===== src/rtl/divider_array_seq_ctrl.sv =====
// Round-robin front end for one shared combinational 16/8 divider. It holds the operands for a
// fixed settle window, then returns the captured q/r with the requester id and status flags.
module divider_array_seq_ctrl #(
  parameter int unsigned SETTLE_CYCLES = 3
) (
  input  logic        clk,
  input  logic        rst_n,
  input  logic        req0_valid,
  output logic        req0_ready,
  input  logic [15:0] req0_n,
  input  logic [7:0]  req0_d,
  input  logic        req1_valid,
  output logic        req1_ready,
  input  logic [15:0] req1_n,
  input  logic [7:0]  req1_d,
  output logic [15:0] div_n,
  output logic [7:0]  div_d,
  input  logic [7:0]  div_q,
  input  logic [7:0]  div_r,
  output logic        rsp_valid,
  input  logic        rsp_ready,
  output logic        rsp_id,
  output logic [7:0]  rsp_q,
  output logic [7:0]  rsp_r,
  output logic        rsp_dz,
  output logic        rsp_ovf
);

  typedef enum logic [1:0] {StIdle, StSettle, StResp} state_e;

  localparam logic [3:0] CntLoad = 4'(SETTLE_CYCLES - 1);

  state_e      state_q;
  logic [3:0]  cnt_q;
  logic        last_grant_q;

  logic        idle;
  logic        acc_id;
  logic [15:0] acc_n;
  logic [7:0]  acc_d;

  // Readies are gated by rst_n so they read 0 while reset is held, even though the state is idle.
  always_comb begin
    idle       = (state_q == StIdle) && rst_n;
    req0_ready = idle && req0_valid && (!req1_valid || last_grant_q);
    req1_ready = idle && req1_valid && (!req0_valid || !last_grant_q);
    acc_id     = req1_ready;
    acc_n      = acc_id ? req1_n : req0_n;
    acc_d      = acc_id ? req1_d : req0_d;
  end

  always_ff @(posedge clk or negedge rst_n) begin
    if (!rst_n) begin
      state_q      <= StIdle;
      cnt_q        <= 4'd0;
      last_grant_q <= 1'b1;
      div_n        <= 16'd0;
      div_d        <= 8'd0;
      rsp_valid    <= 1'b0;
      rsp_id       <= 1'b0;
      rsp_q        <= 8'd0;
      rsp_r        <= 8'd0;
      rsp_dz       <= 1'b0;
      rsp_ovf      <= 1'b0;
    end else begin
      unique case (state_q)
        StIdle: begin
          if (req0_ready || req1_ready) begin
            div_n        <= acc_n;
            div_d        <= acc_d;
            rsp_id       <= acc_id;
            last_grant_q <= acc_id;
            rsp_dz       <= (acc_d == 8'd0);
            rsp_ovf      <= (acc_d != 8'd0) && (acc_n[15:8] >= acc_d);
            if (acc_d == 8'd0) begin
              // Divide by zero never needs the divider, so answer straight away.
              rsp_q     <= 8'hFF;
              rsp_r     <= acc_n[7:0];
              rsp_valid <= 1'b1;
              state_q   <= StResp;
            end else begin
              cnt_q   <= CntLoad;
              state_q <= StSettle;
            end
          end
        end
        StSettle: begin
          if (cnt_q == 4'd0) begin
            rsp_q     <= div_q;
            rsp_r     <= div_r;
            rsp_valid <= 1'b1;
            state_q   <= StResp;
          end else begin
            cnt_q <= cnt_q - 4'd1;
          end
        end
        StResp: begin
          if (rsp_ready) begin
            rsp_valid <= 1'b0;
            state_q   <= StIdle;
          end
        end
        default: state_q <= StIdle;
      endcase
    end
  end

endmodule


===== config.mk =====
export PLATFORM = sky130hd
export DESIGN_NAME = divider_array_seq_ctrl
export DESIGN_NICKNAME = d
export VERILOG_FILES = /design/src/rtl/divider_array_seq_ctrl.sv
export SDC_FILE = /design/constraint.sdc
export NUM_CORES = 1
export LEC_CHECK = 0
export BUFFER_PORTS_ARGS = -buffer_cell sky130_fd_sc_hd__buf_2
export CORE_ASPECT_RATIO = 2
export CORE_MARGIN = 4
export CORE_UTILIZATION = 51
export DETAILED_ROUTE_END_ITERATION = 10
export HOLD_SLACK_MARGIN = 0.15
export PLACE_DENSITY = 0.86
export SLEW_MARGIN = 20
export SYNTH_ARGS = -nofsm -noshare
export SYNTH_HDL_FRONTEND = slang
export SYNTH_SLANG_ARGS = --single-unit

===== constraint.sdc =====
create_clock -name clk -period 5.05 [get_ports clk]
set_input_delay 1.01 -clock clk [delete_from_list [all_inputs] [get_ports clk]]
set_output_delay 1.01 -clock clk [all_outputs]
set_load 0.01 [all_outputs]

## After elaboration in Yosys (flattened, before gate mapping)

Cells that the tools add are included.

- $add $sub $neg: 1
- Mux-type cells: 24
- Reductions and logical operators: 23
- $lt $le $gt $ge: 1
- Equal/unequal tests: 8

Operator list:

| kind | count |
|---|---|
| 2-to-1 mux 8 bit | 7 |
| case mux 8 bit (2 select lines) | 2 |
| 2-to-1 mux 16 bit | 1 |
| 2-to-1 mux 4 bit | 3 |
| >= comparator 8 bit | 1 |
| logical NOT 8 bit | 1 |
| 2-to-1 mux 2 bit | 4 |
| != test 2 bit (second input constant) | 4 |
| case mux 4 bit (2 select lines) | 1 |
| AND reduction 4 bit | 2 |
| nonzero test 8 bit | 1 |
| logical AND 1 bit | 6 |
| case mux 2 bit (3 select lines) | 1 |
| AND reduction 5 bit | 1 |
| logical NOT 4 bit | 1 |
| 2-to-1 mux 1 bit | 4 |
| != test 2 x 1 -> 1 bit (second input constant) | 2 |
| subtractor 4 x 1 -> 4 bit (second input constant) | 1 |
| logical NOT 1 bit | 3 |
| logical OR 1 bit | 3 |
| case mux 1 bit (3 select lines) | 1 |
| AND reduction 3 bit | 1 |
| nonzero test 3 bit | 1 |
| equality test 2 x 1 -> 1 bit (second input constant) | 1 |
| other kinds (4) | 4 |

- Output and inout bits: 46
- Logic and storage cells: 68
- Input port bits: 69
- Flip-flop bits (word level): 51

## Longest topological paths before layout

- Depth in word-level cells: 9
- Mapped depth: 11
- Depth with buffers taken out: 9

## Worst setup path before layout

Ideal clock, no wire load.

- Path type: input to register
- Start: input port req0_valid
- End: register rsp_ovf
- Required time: 4.914 ns
- Library setup time: 0.136 ns
- Path buffers: 2
- Arrival: 2.880 ns
- Stages: 11
- Slack: 2.035 ns
- Path through: nand2_1 > nand4_4 > buf_2 > buf_2 > mux2i_1 > ha_1 > a21o_1 > a31oi_1 > o21ai_0 > a21oi_1 > o41ai_1

- Cells in the longest elaborated chain, start to end: 6
- Elaborated cells on any way between the ends: 12
- Classes of those cells: 1 x order compare; 2 x mux; 9 x reduce/logical

RTL lines:

| item | line | text |
|---|---|---|
| start, declared | 8 | `input logic req0_valid,` |
| logical NOT 1 bit | 46 | `req1_ready = idle && req1_valid && (!req0_valid \|\| !last_grant_q);` |
| logical OR 1 bit | 46 |  |
| logical AND 1 bit | 46 |  |
| 2-to-1 mux 16 bit or 2-to-1 mux 8 bit (tied branches) | 48, 49 |  |
| >= comparator 8 bit or nonzero test 8 bit (tied branches) | 74 | `rsp_ovf <= (acc_d != 8'd0) && (acc_n[15:8] >= acc_d);` |
| logical AND 1 bit | 74 |  |
| end signal, assigned | 74 |  |
| end, declared | 26 | `output logic rsp_ovf` |

Parallel ways exist; a longest one is shown, timed or not.
A chain may end at the register's enable or synchronous reset.

## Final worst setup path

- Start: register state_q[0]
- End: register rsp_ovf

- Cells in the longest elaborated chain, start to end: 7
- Elaborated cells on any way between the ends: 13
- Classes of those cells: 1 x order compare; 2 x mux; 10 x reduce/logical

RTL lines:

| item | line | text |
|---|---|---|
| start, declared | 33 | `state_e state_q;` |
| start signal, assigned | 54 | `state_q <= StIdle;` |
| start signal, assigned | 80 | `state_q <= StResp;` |
| start signal, assigned | 83 | `state_q <= StSettle;` |
| logical NOT 2 bit | 44 | `idle = (state_q == StIdle) && rst_n;` |
| logical AND 1 bit | 44 |  |
| logical AND 1 bit (2 in series) | 46 |  |
| 2-to-1 mux 16 bit | 48 | `acc_n = acc_id ? req1_n : req0_n;` |
| named net acc_n[10] | 39 | `logic [15:0] acc_n;` |
| >= comparator 8 bit | 74 |  |
| logical AND 1 bit | 74 |  |

The timed path passes the listed nets, and every way through them passes these cells.

==> metrics.txt <==
first drt pass iteration count 4; critical-path cell list nor2_2, nand4_4, mux2_2, ha_1, a21o_1, a31oi_1, o21ai_0, a21oi_1, o41ai_1; Area contributors post-synth dfrtp_1 49%, mux2_2 11%, mux2i_1 6.3%; GRT Util Overall 20.93%; most frequent cells in the layout 114 x buf_2, 50 x dfrtp_1, 36 x nand2_1; final WL 6241 um; Synth top area share about half; Worst path max stage delay 0.65 ns; Hold Path Class register to register; Leak 1.739 nW; initial antenna violation count 0; period utilisation layout about two thirds; Pwr Total 1.812 mW; CP endpoint kind register; core area about 0.0049 mm^2; Ports 115; Power Dens Cells 556.3 mW/mm^2; drt initial violations between 70 and 80; Max Cap Violations 0; RSZ-0062 raised after global routing no; area grow syn2layout 27.91%; Post-CTS Setup Bufs 0; Worst slew margin 53.06%; Die Ht 107.9 um; CTS tree built; WL/cell ~16 um; CP max-delay cell dfrtp_1; syn_area_per_cell 11.17 um^2; clk_skew about 0.0058 ns; total global routing overflow 0; clk sinks 51; Skew-Pair Late Insertion Delay 0.30 ns; combined area of all synthesized cells 0.002546 mm^2; Die W 57.96 um; RR Startpoint state_q[0]$_DFFE_PN0P_; CTS Buf Count 5; antenna-violating nets left 0; hold buffers post-CTS 0; layout cells sized above 1 between 40 and 50%; Synth Warn # 0; worst path bufs/invs 0; H-Tree Depth 2; worst hold start last_grant_q$_DFFE_PN1P_; status finished clean; largest net degree at the start of global routing between 50 and 60; FF+latch count, synth 51; setup TNS 0 ns; Initial Util 52.34%; Placer Congestion around 0.89; Worst Setup SP state_q[0]$_DFFE_PN0P_; largest fanout on the critical path 28; root buf cell clkbuf_8; Slew @ Worst Pin 0.7041 ns; Synth area leader dfrtp_1; filler instances 424; clk slew on worst S/H paths 0.09 ns; Placed Cells 390; FP Rows 36; peak supply drop 0.0003857 V; fin nets 419; Crit path arrival time 3.50 ns; setup slack at placement about 1.5 ns; Final setup viols 0; number of diodes 0; most common cell after layout, fill and taps aside buf_2; gate family responsible for the most delay along the worst path simple AND/OR/NAND/NOR gates; Startpoint Class register; Worst EP required between 5 and 6 ns; Slew Viols, Final 0; IO buf count 114; Max Fclk 302.3 MHz; critical path type register to register; clk buf depth 2; Post-Syn Instances 228; routed via count 2187; Via density 5.495; crit path time final 3.308 ns; setup ws final between 1.5 and 2 ns; Mapped Nets between 300 and 400; post-DP HPWL 4991 um; vias in the first global route about 2300; first-pass GRT wire length a little over 10000 um; post-CTS sizing 0; final number of hold-violating endpoints 0; Non-Filler Instances between 300 and 400; # DRC 0; Distinct cells, synth 35; sequential-to-total area share from yosys stat 50.17%; Die Area around 0.0063 mm^2
-- layout make-up --
class / count / area, um^2 / share of cell area (%)
multi-input combinational: 161 / 1191 / 36.57
clock inverter: 3 / 43.79 / 1.345
clock buffer: 5 / 68.82 / 2.113
inverter: 5 / 18.77 / 0.5763
timing repair buffer: 116 / 585.6 / 17.98
tap: 57 / 71.32 / 2.190
sequential: 51 / 1277 / 39.22
-- layer usage --
layer	vias to the layer above	global-route usage (%)	part of all wire, %
li1	1042	-	-
met1	1053	21.75	35
met2	77	39.72	56
met3	15	3.481	5.5
met4	0	8.624	2.8
met5	-	0	0
-- report_power, final --
group | leakage, nW | switching [mW] | total (mW) | internal (mW)
combinational | 1.07 | 0.422 | 0.797 | 0.375
clock | 0.0581 | 0.130 | 0.278 | 0.148
sequential | 0.612 | 0.129 | 0.737 | 0.609
-- sequential cells by signal (all words and copies together) (netlist names) --
name and count:
rsp_id 1, rsp_q 8, last_grant_q 1, rsp_valid 1
rsp_dz 1, state_q 2, div_n 16, rsp_ovf 1
rsp_r 8, cnt_q 4, div_d 8
-- tightest hold or removal path, stage by stage, from the launching register on --
cell and delay, ns:
dfstp_2 0.39, nand2_1 0.05, nand2_1 0.04
-- final timing paths --
check	endpoint	slack (ns)	cells after the start
setup / recovery	rsp_ovf$_DFFE_PN0P_	1.74	9
hold / removal	last_grant_q$_DFFE_PN1P_	0.47	2
setup reg to reg	rsp_ovf$_DFFE_PN0P_	1.74	9
hold reg to reg	last_grant_q$_DFFE_PN1P_	0.47	2
max in group asynchronous	div_n[14]$_DFFE_PN0P_	3.73	2
min in group asynchronous	rsp_r[0]$_DFFE_PN0P_	0.90	2
-- kinds of logic after synthesis --
family	share of synthesized area [%]
fa+ha+maj	4.914
flops	50.17
buf+inv	3.047
compound gates	13.37
mux	18.23
simple gates	10.27
-- synth_stat cells --
library cell and count:
dfrtp_1 50, nand2_1 36, o21ai_0 25, mux2_2 24, mux2i_1 16, ha_1 10
o22a_1 9, clkbuf_1 7, a21oi_1 6, nor2_1 6, inv_1 5, nor4_1 4
o21a_1 3, a22oi_1 2, a2bb2oi_1 2, buf_2 2, buf_6 2, nand2b_1 2
a211o_1 1, a21o_1 1, a22o_1 1, a31oi_1 1, dfstp_2 1, mux2_1 1
mux2i_4 1, nand3_1 1, nand4_4 1, nor2_2 1, nor3_1 1, nor3b_1 1
nor4b_1 1, o2111a_1 1, o41ai_1 1, or2_2 1, or3_1 1
-- metrics by stage --
step,hold WS (ns),utilization (%),instance area [um^2]
after floorplan,0.4463,-,2546
after global placement,0.4568,64.63,3144
after detailed placement,0.4592,64.63,3144
after CTS,0.4732,66.95,3257
after global routing,0.5033,66.95,3257
final,0.4732,66.95,3257
(Power assumes the default switching activity.)
